File: config.mk
export PLATFORM = sky130hd
export DESIGN_NAME = uart_tx_arbiter
export DESIGN_NICKNAME = d
export VERILOG_FILES = /design/src/rtl/uart_tx_arbiter.sv
export SDC_FILE = /design/constraint.sdc
export NUM_CORES = 1
export LEC_CHECK = 0
export ABC_AREA = 1
export CORE_MARGIN = 2
export CORE_UTILIZATION = 46
export CTS_BUF_LIST = sky130_fd_sc_hd__clkbuf_2 sky130_fd_sc_hd__clkbuf_4 sky130_fd_sc_hd__clkbuf_8
export DETAILED_ROUTE_END_ITERATION = 10
export GPL_TIMING_DRIVEN = 0
export PLACE_DENSITY = 0.84
export SLEW_MARGIN = 10
export SYNTH_ARGS = -nofsm -noshare
export SYNTH_HDL_FRONTEND = slang
export SYNTH_SLANG_ARGS = --single-unit
File: constraint.sdc
create_clock -name clk -period 9.2 [get_ports clk]
set_clock_uncertainty 0.05 [all_clocks]
set_input_delay 0.92 -clock clk [delete_from_list [all_inputs] [get_ports clk]]
set_output_delay 0.92 -clock clk [all_outputs]
set_load 0.005 [all_outputs]
File: src/rtl/uart_tx_arbiter.sv
// uart_tx_arbiter
//
// Round-robin arbiter that lets up to eight byte-stream requesters share one
// 8N1 UART transmitter. It moves one byte at a time into the transmitter. A
// multi-byte message is atomic: once its first byte is accepted, the grant
// stays locked to that requester until its byte flagged `last` is accepted.
//
// Ports
//   clk, reset_n     clock; synchronous active-low reset (shared with the transmitter)
//   req_valid_i      per-requester byte available
//   req_data_i       per-requester byte, requester i at [8i+7:8i]
//   req_last_i       per-requester "byte ends its message"
//   req_ready_o      per-requester accept strobe (combinational, one-hot or zero)
//   tx_start_o       one-cycle launch pulse to the transmitter START
//   tx_data_o        byte to the transmitter DATA, held until the next acceptance
//   tx_busy_i        transmitter BUSY
//   grant_id_o       index of the current / last granted requester
//   locked_o         a message is in progress; only grant_id_o is eligible
//   timeout_err_o    one-cycle pulse when a stalled lock is forcibly released
//
// Optional feature: define UART_ARB_WDOG_EN to build the lock watchdog. A locked
// requester that stays idle for LOCK_TIMEOUT cycles loses its lock. Without the
// macro, timeout_err_o is tied low and a lock lasts until `last` is sent.

module uart_tx_arbiter #(
    parameter int unsigned NUM_REQ      = 4,
    parameter logic [15:0] LOCK_TIMEOUT = 16'd50000
) (
    input  logic                 clk,
    input  logic                 reset_n,
    input  logic [NUM_REQ-1:0]   req_valid_i,
    input  logic [NUM_REQ*8-1:0] req_data_i,
    input  logic [NUM_REQ-1:0]   req_last_i,
    output logic [NUM_REQ-1:0]   req_ready_o,
    output logic                 tx_start_o,
    output logic [7:0]           tx_data_o,
    input  logic                 tx_busy_i,
    output logic [2:0]           grant_id_o,
    output logic                 locked_o,
    output logic                 timeout_err_o
);

    typedef enum logic [1:0] {StIdle, StLaunch, StWaitBusy, StWaitDone} state_e;

    state_e     state_q;
    logic [2:0] rr_ptr_q;
    logic [2:0] rr_ptr_d;
    logic [2:0] grant_id_q;
    logic       locked_q;
    logic       tx_start_q;
    logic [7:0] tx_data_q;

    logic [NUM_REQ-1:0] eligible;
    logic [2:0]         winner;
    logic               found;
    logic               accept;
    logic [7:0]         win_data;
    logic               win_last;

    // While locked, only the granted requester may compete.
    always_comb begin
        eligible = '0;
        for (int unsigned i = 0; i < NUM_REQ; i++) begin
            eligible[i] = req_valid_i[i] && (!locked_q || grant_id_q == 3'(i));
        end
    end

    // First eligible index at or after rr_ptr_q, wrapping at NUM_REQ.
    always_comb begin
        winner = '0;
        found  = 1'b0;
        for (int unsigned k = 0; k < NUM_REQ; k++) begin
            for (int unsigned i = 0; i < NUM_REQ; i++) begin
                if (!found && eligible[i] && i == (32'(rr_ptr_q) + k) % NUM_REQ) begin
                    winner = 3'(i);
                    found  = 1'b1;
                end
            end
        end
    end

    always_comb begin
        win_data = '0;
        win_last = 1'b0;
        for (int unsigned i = 0; i < NUM_REQ; i++) begin
            if (winner == 3'(i)) begin
                win_data = req_data_i[8*i +: 8];
                win_last = req_last_i[i];
            end
        end
    end

    // reset_n gates acceptance so req_ready_o reads zero while reset is held.
    assign accept   = reset_n && (state_q == StIdle) && !tx_busy_i && found;
    assign rr_ptr_d = 3'((32'(winner) + 32'd1) % NUM_REQ);

    always_comb begin
        req_ready_o = '0;
        for (int unsigned i = 0; i < NUM_REQ; i++) begin
            req_ready_o[i] = accept && (winner == 3'(i));
        end
    end

`ifdef UART_ARB_WDOG_EN
    logic [15:0] wdog_cnt_q;
    logic        timeout_err_q;
    logic        grant_valid;
    logic        stall;
    logic [2:0]  grant_next;

    always_comb begin
        grant_valid = 1'b0;
        for (int unsigned i = 0; i < NUM_REQ; i++) begin
            if (grant_id_q == 3'(i)) begin
                grant_valid = req_valid_i[i];
            end
        end
    end

    assign stall         = (state_q == StIdle) && locked_q && !grant_valid;
    assign grant_next    = 3'((32'(grant_id_q) + 32'd1) % NUM_REQ);
    assign timeout_err_o = timeout_err_q;
`else
    logic unused_lock_timeout;
    assign unused_lock_timeout = ^LOCK_TIMEOUT;
    assign timeout_err_o       = 1'b0;
`endif

    always_ff @(posedge clk) begin
        if (!reset_n) begin
            state_q       <= StIdle;
            rr_ptr_q      <= '0;
            grant_id_q    <= '0;
            locked_q      <= 1'b0;
            tx_start_q    <= 1'b0;
            tx_data_q     <= '0;
`ifdef UART_ARB_WDOG_EN
            wdog_cnt_q    <= '0;
            timeout_err_q <= 1'b0;
`endif
        end else begin
            tx_start_q    <= 1'b0;
`ifdef UART_ARB_WDOG_EN
            timeout_err_q <= 1'b0;
            wdog_cnt_q    <= '0;
`endif
            unique case (state_q)
                StIdle: begin
                    if (accept) begin
                        tx_data_q  <= win_data;
                        grant_id_q <= winner;
                        locked_q   <= ~win_last;
                        if (win_last) begin
                            rr_ptr_q <= rr_ptr_d;
                        end
                        tx_start_q <= 1'b1;
                        state_q    <= StLaunch;
                    end
`ifdef UART_ARB_WDOG_EN
                    else if (stall) begin
                        if (wdog_cnt_q == LOCK_TIMEOUT - 16'd1) begin
                            locked_q      <= 1'b0;
                            rr_ptr_q      <= grant_next;
                            timeout_err_q <= 1'b1;
                        end else begin
                            wdog_cnt_q <= wdog_cnt_q + 16'd1;
                        end
                    end
`endif
                end
                StLaunch:   state_q <= StWaitBusy;
                StWaitBusy: if (tx_busy_i) state_q <= StWaitDone;
                StWaitDone: if (!tx_busy_i) state_q <= StIdle;
                default:    state_q <= StIdle;
            endcase
        end
    end

    assign tx_start_o = tx_start_q;
    assign tx_data_o  = tx_data_q;
    assign grant_id_o = grant_id_q;
    assign locked_o   = locked_q;

endmodule

==> summary.txt, run 1 <==
Outcome
  – Status: completed

GRT
  – First-pass GRT wire length: between 5000 and 6000 um
  – Vias in the first global route: between 1000 and 1500
  – Largest net degree at the start of global routing: 11
  – Initial antenna violation count: 0
  – Met2 Use GR: 0.438
  – Most Used Layer, Global Route: met2
  – All-Layer GR Usage: 0.225
  – Met1 Use GR: 0.227
  – Grt ovf: 0
  – Met3 Usage GRT: 0.0893

Route
  – DRT iter0 DRCs: 83
  – Drt drc: 0
  – Drt total wl: roughly 3600 um
  – Drt pass-1 iters: 4
  – Routed vias: ~1600
  – Routed Antenna Nets: 0
  – Routed WL per cell: around 12 um
  – DR vias/cell: 5.12

Worst hold path
  – Worst min path class: flip-flop to flip-flop
  – Hold Startpoint: tx_data_o[4]$_SDFFE_PN0P_
  – Hold depth: 2
  – Hold EP: tx_data_o[4]$_SDFFE_PN0P_

Die
  – Chip height: a little under 60 um
  – Core box area: ~2800 um2
  – Row count: 19
  – Initial Util: 0.485
  – Top Ports: 61
  – Die W: approximately 58 um
  – Die area: around 3400 um2

Clock tree
  – Hold_buf cts: 0
  – Clk_lat worst skew: 290 ps
  – Post-CTS sizing: 0
  – Post-CTS setup buffers: 0
  – Clk buf depth: 2
  – Clk sinks: 16
  – Total CTS buffers: 3
  – Clk pin slew, worst setup/hold paths: approximately 90 ps
  – CTS tree: done
  – Htree depth: 1
  – Root Driver: clkbuf_4

Power
  – Sequential share of power: 0.211
  – Sw Ratio: 0.483
  – Clock Power Share: 0.081
  – Power Dens Cells: between 200 and 300 nW/um2
  – Internal power: approximately 290 uW
  – Comb power frac: 0.708
  – Sw power: ~270 uW
  – Peak supply drop: 0.000248 V
  – P_leak: 0.879 nW

Setup path
  – Worst setup EP type: output pin
  – FF-to-FF path depth: 24
  – Worst endpoint data arrival time: 4400 ps
  – R2r startpoint: rr_ptr_q[0]$_SDFFE_PN0P_
  – R2r endpoint: rr_ptr_q[0]$_SDFFE_PN0P_
  – Worst Path Class, Setup: input pin to output pin
  – Reg2reg setup slack: ~5500 ps
  – WP data required: between 8000 and 9000 ps
  – Max FO, Critical Path: 10
  – Crit path launch type: input pin

Job
  – Max-cap violations: 0

Timing
  – Slew Limit Fails: 0
  – Setup TNS: 0 ps
  – Minimum clock period: between 5000 and 6000 ps
  – Final hold violation count: 0
  – Hold slack final: roughly 420 ps
  – Tcrit/Tclk final: 0.584
  – Setup Viol. Count Final: 0
  – F_max: between 0.15 and 0.2 GHz
  – RSZ-0062 raised after global routing: no

Logic synthesis
  – Synth area leader: dfxtp_1
  – Synthesized flop and latch total: 16
  – Post-synthesis sequential area ratio: 0.237
  – Ys Warns: 0
  – Synthesized cell area: 1350 um2
  – Synth cell types: 29
  – Synth area leaders: dfxtp_1 (24%), nand2_1 (12%), nand3_1 (11%), ha_1 (7.4%), nor2_1 (7.2%)
  – Synthesized instance count: between 200 and 250
  – Synth top area share: 0.237
  – Avg Cell Area, Syn: ~6.3 um2

Layout
  – Nets: around 330
  – Area grow syn2layout: 48.1%
  – # diodes: 0
  – Most common cell after layout, fill and taps aside: clkdlybuf4s50_1
  – Share of layout cells above drive strength 1: 0.0722
  – Final-layout fill cell count: between 200 and 300
  – Storage element area: approximately 320 um2
  – Finished Core Util: 0.719
  – Area occupied by multi-input gates: around 900 um2
  – Most frequent cells in the layout: clkdlybuf4s50_1 (57), nand2_1 (43), nand3_1 (29)

Place
  – Buffers on Ports: 57
  – Dpl hpwl: 2890 um
  – Routability cong.: roughly 0.9
worst max-delay path by stage:
| stage | to | start | slack, ps | cells after the start |
|---|---|---|---|---|
| after floorplan | req_ready_o[1] | req_valid_i[3] | 5330 | 15 |
| after global placement | req_ready_o[1] | req_valid_i[3] | 3890 | 17 |
| after detailed placement | req_ready_o[1] | req_valid_i[3] | 3870 | 17 |
| after CTS | req_ready_o[1] | req_valid_i[3] | 3870 | 17 |
| after global routing | req_ready_o[1] | req_valid_i[3] | 3450 | 17 |
| final | req_ready_o[1] | req_valid_i[1] | 3830 | 15 |
cells in the mapped netlist:
master	count
nor3_1	1
buf_4	2
nor2_2	1
nand4_2	2
clkinv_1	2
o21ai_0	18
nor2_1	26
inv_1	15
buf_6	2
nand3_1	29
nand3_2	1
conb_1	1
nand2_1	43
inv_2	2
dfxtp_1	16
a21oi_1	11
o211a_1	1
o211ai_1	1
clkbuf_1	6
nor2_4	2
nand4_1	6
a21boi_1	2
nand2_2	2
nand2_4	1
o21ai_1	11
ha_1	8
and3_1	1
mux2i_1	1
a21boi_2	1
worst max-delay path: stages:
cell and delay (ps):
clkdlybuf4s50_1 480, a21boi_1 400, nand2_1 170, nand3_1 140, nor2_1 60, nand4_1 110
nand2_1 100, nor2_4 140, nand4_1 120, nand3_1 180, ha_1 170, clkbuf_1 340
clkinv_1 360, nor2_1 180, clkdlybuf4s50_1 510
power by group through the flow:
| stage | clock, mW | sequential, mW | combinational, mW |
|---|---|---|---|
| 6_report | 0.0456 | 0.120 | 0.401 |
| 5_1_grt | 0.0493 | 0.124 | 0.460 |
| 4_1_cts | 0.0464 | 0.119 | 0.404 |
| 3_5_place_dp | 0 | 0.120 | 0.402 |
| 3_3_place_gp | 0 | 0.119 | 0.396 |
| 2_1_floorplan | 0 | 0.119 | 0.270 |
routing by layer:
| metal | share of wire | up-vias | routed length, um |
|---|---|---|---|
| met5 | 0 | - | 0 |
| met4 | 0.0025 | 0 | 9 |
| met3 | 0.077 | 2 | 276 |
| met2 | 0.52 | 50 | 1850 |
| met1 | 0.40 | 686 | 1450 |
| li1 | - | 840 | - |
final cells by class:
| type | count | area share |
|---|---|---|
| inverter | 19 | 0.0357 |
| sequential | 16 | 0.160 |
| clock buffer | 4 | 0.0181 |
| buffer | 10 | 0.0300 |
| tap | 31 | 0.0194 |
| timing repair buffer | 57 | 0.285 |
| multi-input combinational | 171 | 0.451 |
kinds of logic (layout without fill, tap and decap cells):
group,Yosys count,in the layout,share of synthesized area
AOI/OAI and AO/OA,45,45,0.181
DFF,16,16,0.237
muxes,1,1,0.00741
buffers and inverters,29,90,0.0973
and+or+nand+nor,115,115,0.400
other,1,2,0.00278
adders and majority gates,8,8,0.0741
registers in the layout, summed over array words and instances (netlist names):
register / count
state_q: 2
tx_start_o: 1
rr_ptr_q: 2
locked_o: 1
grant_id_o: 2
tx_data_o: 8
per-stage QoR:
| step | area, um2 | setup slack (ps) | total power, mW | instances |
|---|---|---|---|---|
| floorplan | 1350 | 5330 | 0.389 | 216 |
| global placement | 1960 | 3890 | 0.515 | 304 |
| detailed placement | 1960 | 3870 | 0.521 | 304 |
| CTS | 2000 | 3870 | 0.570 | 308 |
| global route | 2000 | 3450 | 0.633 | 308 |
| finish | 2000 | 3830 | 0.566 | 308 |
(Power assumes the default switching activity.)
==> inputs of run 2 (changes only) <==
--- a/config.mk
+++ b/config.mk
@@ -7,11 +7,11 @@
 export LEC_CHECK = 0
 export ABC_AREA = 1
 export CORE_MARGIN = 2
-export CORE_UTILIZATION = 46
+export CORE_UTILIZATION = 43
 export CTS_BUF_LIST = sky130_fd_sc_hd__clkbuf_2 sky130_fd_sc_hd__clkbuf_4 sky130_fd_sc_hd__clkbuf_8
 export DETAILED_ROUTE_END_ITERATION = 10
 export GPL_TIMING_DRIVEN = 0
-export PLACE_DENSITY = 0.84
+export PLACE_DENSITY = 0.79
 export SLEW_MARGIN = 10
 export SYNTH_ARGS = -nofsm -noshare
 export SYNTH_HDL_FRONTEND = slang
==> constraint.sdc (replaced) <==
create_clock -name clk -period 5.6 [get_ports clk]
set_clock_uncertainty 0.05 [all_clocks]
set_input_delay 0.56 -clock clk [delete_from_list [all_inputs] [get_ports clk]]
set_output_delay 0.56 -clock clk [all_outputs]
set_load 0.005 [all_outputs]
==> run 2 against run 1 <==
Against the previous run: global-route usage fell by 2.6 points; critical path depth increased by 2; final cell count up 4.2%; clock power up 65%; hold slack got worse by 1.6 ps; sequential share of layout area down 0.13 points; largest cell class unchanged; setup slack got worse by 2900 ps.
==> summary.txt, run 2 (synthesized netlist as in run 1, its figures left out) <==
Place
  – Buffers on Ports: 57 (unchanged)
  – Pre-CTS setup slack: 1020 ps (-2860 ps)
  – Cell Area, Placed: 1980 um2 (+0.83%)
  – Routability cong.: 0.860 (-2.3%)
  – Dpl hpwl: 2900 um (+0.19%)

Die
  – Chip height: 60.0 um (+3.2%)
  – Top Ports: 61 (unchanged)
  – Core box area: 3030 um2 (+8.9%)
  – Die area: 3600 um2 (+6.5%)
  – Initial Util: 0.446 (-0.0395)
  – Die W: 60.0 um (+3.2%)
  – Row count: 20 (+1)

Setup path
  – Max FO, Critical Path: 10 (unchanged)
  – R2r endpoint: rr_ptr_q[1]$_SDFFE_PN0P_
  – Worst Path Class, Setup: input pin to output pin
  – WP data required: 4990 ps (-3240 ps)
  – Reg2reg setup slack: 1930 ps (-3590 ps)
  – FF-to-FF path depth: 23 (-4.2%)
  – Worst setup EP type: output pin
  – Worst endpoint data arrival time: 4020 ps (-380 ps)
  – Crit path launch type: input pin
  – R2r startpoint: grant_id_o[1]$_SDFFE_PN0P_

Timing
  – Worst Slack Setup Final: 967 ps (-2860 ps)
  – RSZ-0062 raised after global routing: no
  – Setup TNS: 0 ps (unchanged)
  – Minimum clock period: ~4600 ps
  – Final hold violation count: 0 (unchanged)
  – F_max: between 0.2 and 0.25 GHz
  – Tcrit/Tclk final: 0.827
  – Slew Limit Fails: 0 (unchanged)
  – Setup Viol. Count Final: 0 (unchanged)
  – Hold slack final: 423 ps (-1.59 ps)

Clock tree
  – Post-CTS setup buffers: 0 (unchanged)
  – Htree depth: 1 (unchanged)
  – Hold_buf cts: 0 (unchanged)
  – Post-CTS sizing: 0 (unchanged)
  – Clk sinks: 16 (unchanged)
  – Clk pin slew, worst setup/hold paths: 100 ps (about the same)
  – Root Driver: clkbuf_4
  – CTS tree: done
  – Clk buf depth: 2 (unchanged)
  – Clk_lat worst skew: 290 ps (about the same)
  – Total CTS buffers: 3 (unchanged)

Layout
  – Nets: 329 (unchanged)
  – Area grow syn2layout: 49.3%
  – Area occupied by multi-input gates: 902 um2 (unchanged)
  – Final-layout fill cell count: 282 (+12%)
  – Most frequent cells in the layout: clkdlybuf4s50_1 (57), nand2_1 (43), nand3_1 (29)
  – Most common cell after layout, fill and taps aside: clkdlybuf4s50_1
  – Max reg flops: 8 (unchanged)
  – Share of layout cells above drive strength 1: 0.0722 (unchanged)
  – Storage element area: 320 um2 (unchanged)
  – # diodes: 0 (unchanged)
  – Final Cell Area: 2020 um2 (+0.81%)

Route
  – Routed vias: 1606 (+1.8%)
  – DRT iter0 DRCs: 61 (-27%)
  – DR vias/cell: 5.00 (-2.3%)
  – Routed Antenna Nets: 0 (unchanged)
  – Drt total wl: 3580 um (-0.39%)
  – Drt drc: 0 (unchanged)
  – Routed WL per cell: 11.1 um (-4.4%)
  – Drt pass-1 iters: 4 (unchanged)

GRT
  – Grt ovf: 0 (unchanged)
  – Vias in the first global route: 1407 (-6.1%)
  – Met1 Use GR: 0.211 (-0.0157)
  – Met2 Use GR: 0.384 (-0.0548)
  – All-Layer GR Usage: 0.199 (-0.0261)
  – Met3 Usage GRT: 0.0779 (-0.0114)
  – Most Used Layer, Global Route: met2
  – Initial antenna violation count: 0 (unchanged)
  – First-pass GRT wire length: 5550 um (-7.3%)
  – Largest net degree at the start of global routing: 11 (unchanged)

Power
  – Internal power: 482 uW (+64%)
  – Sequential share of power: 0.209 (-0.002)
  – Sw power: 449 uW (+64%)
  – Power Dens Cells: 462 nW/um2 (+63%)
  – Comb power frac: 0.710 (+0.002)
  – Peak supply drop: 0.000290 V (+17%)
  – Sw Ratio: 0.482 (about the same)
  – P_leak: 0.879 nW (unchanged)
  – Clock Power Share: 0.081 (about the same)

Outcome
  – Status: completed

Worst hold path
  – Hold depth: 2 (unchanged)
  – Worst min path class: flip-flop to flip-flop
  – Hold EP: tx_data_o[4]$_SDFFE_PN0P_
  – Hold Startpoint: tx_data_o[4]$_SDFFE_PN0P_

Job
  – Max-cap violations: 0 (unchanged)
## run 2: cell counts in the layout (fill, tap and decap cells not counted)
No cell type changed its count.
## run 2: through the flow
stage	cells	utilization	power [mW]
global route	321	0.666	1.03
CTS	321	0.666	0.936
floorplan	216	-	0.639
finish	321	0.666	0.931
detailed placement	317	0.654	0.858
global placement	317	0.654	0.852
## run 2: how the worst max path moves through the flow
stage | to | depth (start not counted) | start | slack (ps)
4_1_cts | req_ready_o[1] | 17 | req_valid_i[3] | 1000
5_1_grt | req_ready_o[1] | 17 | req_valid_i[3] | 670
3_5_place_dp | req_ready_o[1] | 17 | req_valid_i[3] | 1020
6_report | req_ready_o[1] | 17 | req_valid_i[3] | 970
3_3_place_gp | req_ready_o[1] | 17 | req_valid_i[3] | 1010
2_1_floorplan | req_ready_o[1] | 15 | req_valid_i[3] | 2450
## run 2: critical path, stage by stage
cell	delay, ps
clkdlybuf4s50_1	490
a21boi_2	250
nor2_1	110
nand2_1	110
nand3_1	100
nor2_1	140
nand4_1	140
nand2_1	140
nor2_4	60
nand4_1	90
nand3_1	180
inv_1	120
ha_1	140
clkbuf_1	330
clkinv_1	350
nor2_1	170
clkdlybuf4s50_1	510
## run 2: layer usage
layer	part of all wire	wire, um
met5	0	0
met3	0.092	328
met4	0.0014	5
met2	0.49	1750
met1	0.42	1500
## run 2: layout make-up
class,count,share of cell area
well taps,44,0.0273
multi-input cells,171,0.448
flip-flops and latches,16,0.159
inverters,19,0.0354
repair buffers,57,0.283
clock buffers,4,0.0180
plain buffers,10,0.0298
## run 2: power groups by stage
stage,clock [mW],combinational (mW),sequential [mW]
floorplan,0,0.443,0.196
global placement,0,0.656,0.196
detailed placement,0,0.663,0.196
CTS,0.0768,0.665,0.194
global route,0.0834,0.743,0.201
finish,0.0752,0.661,0.195
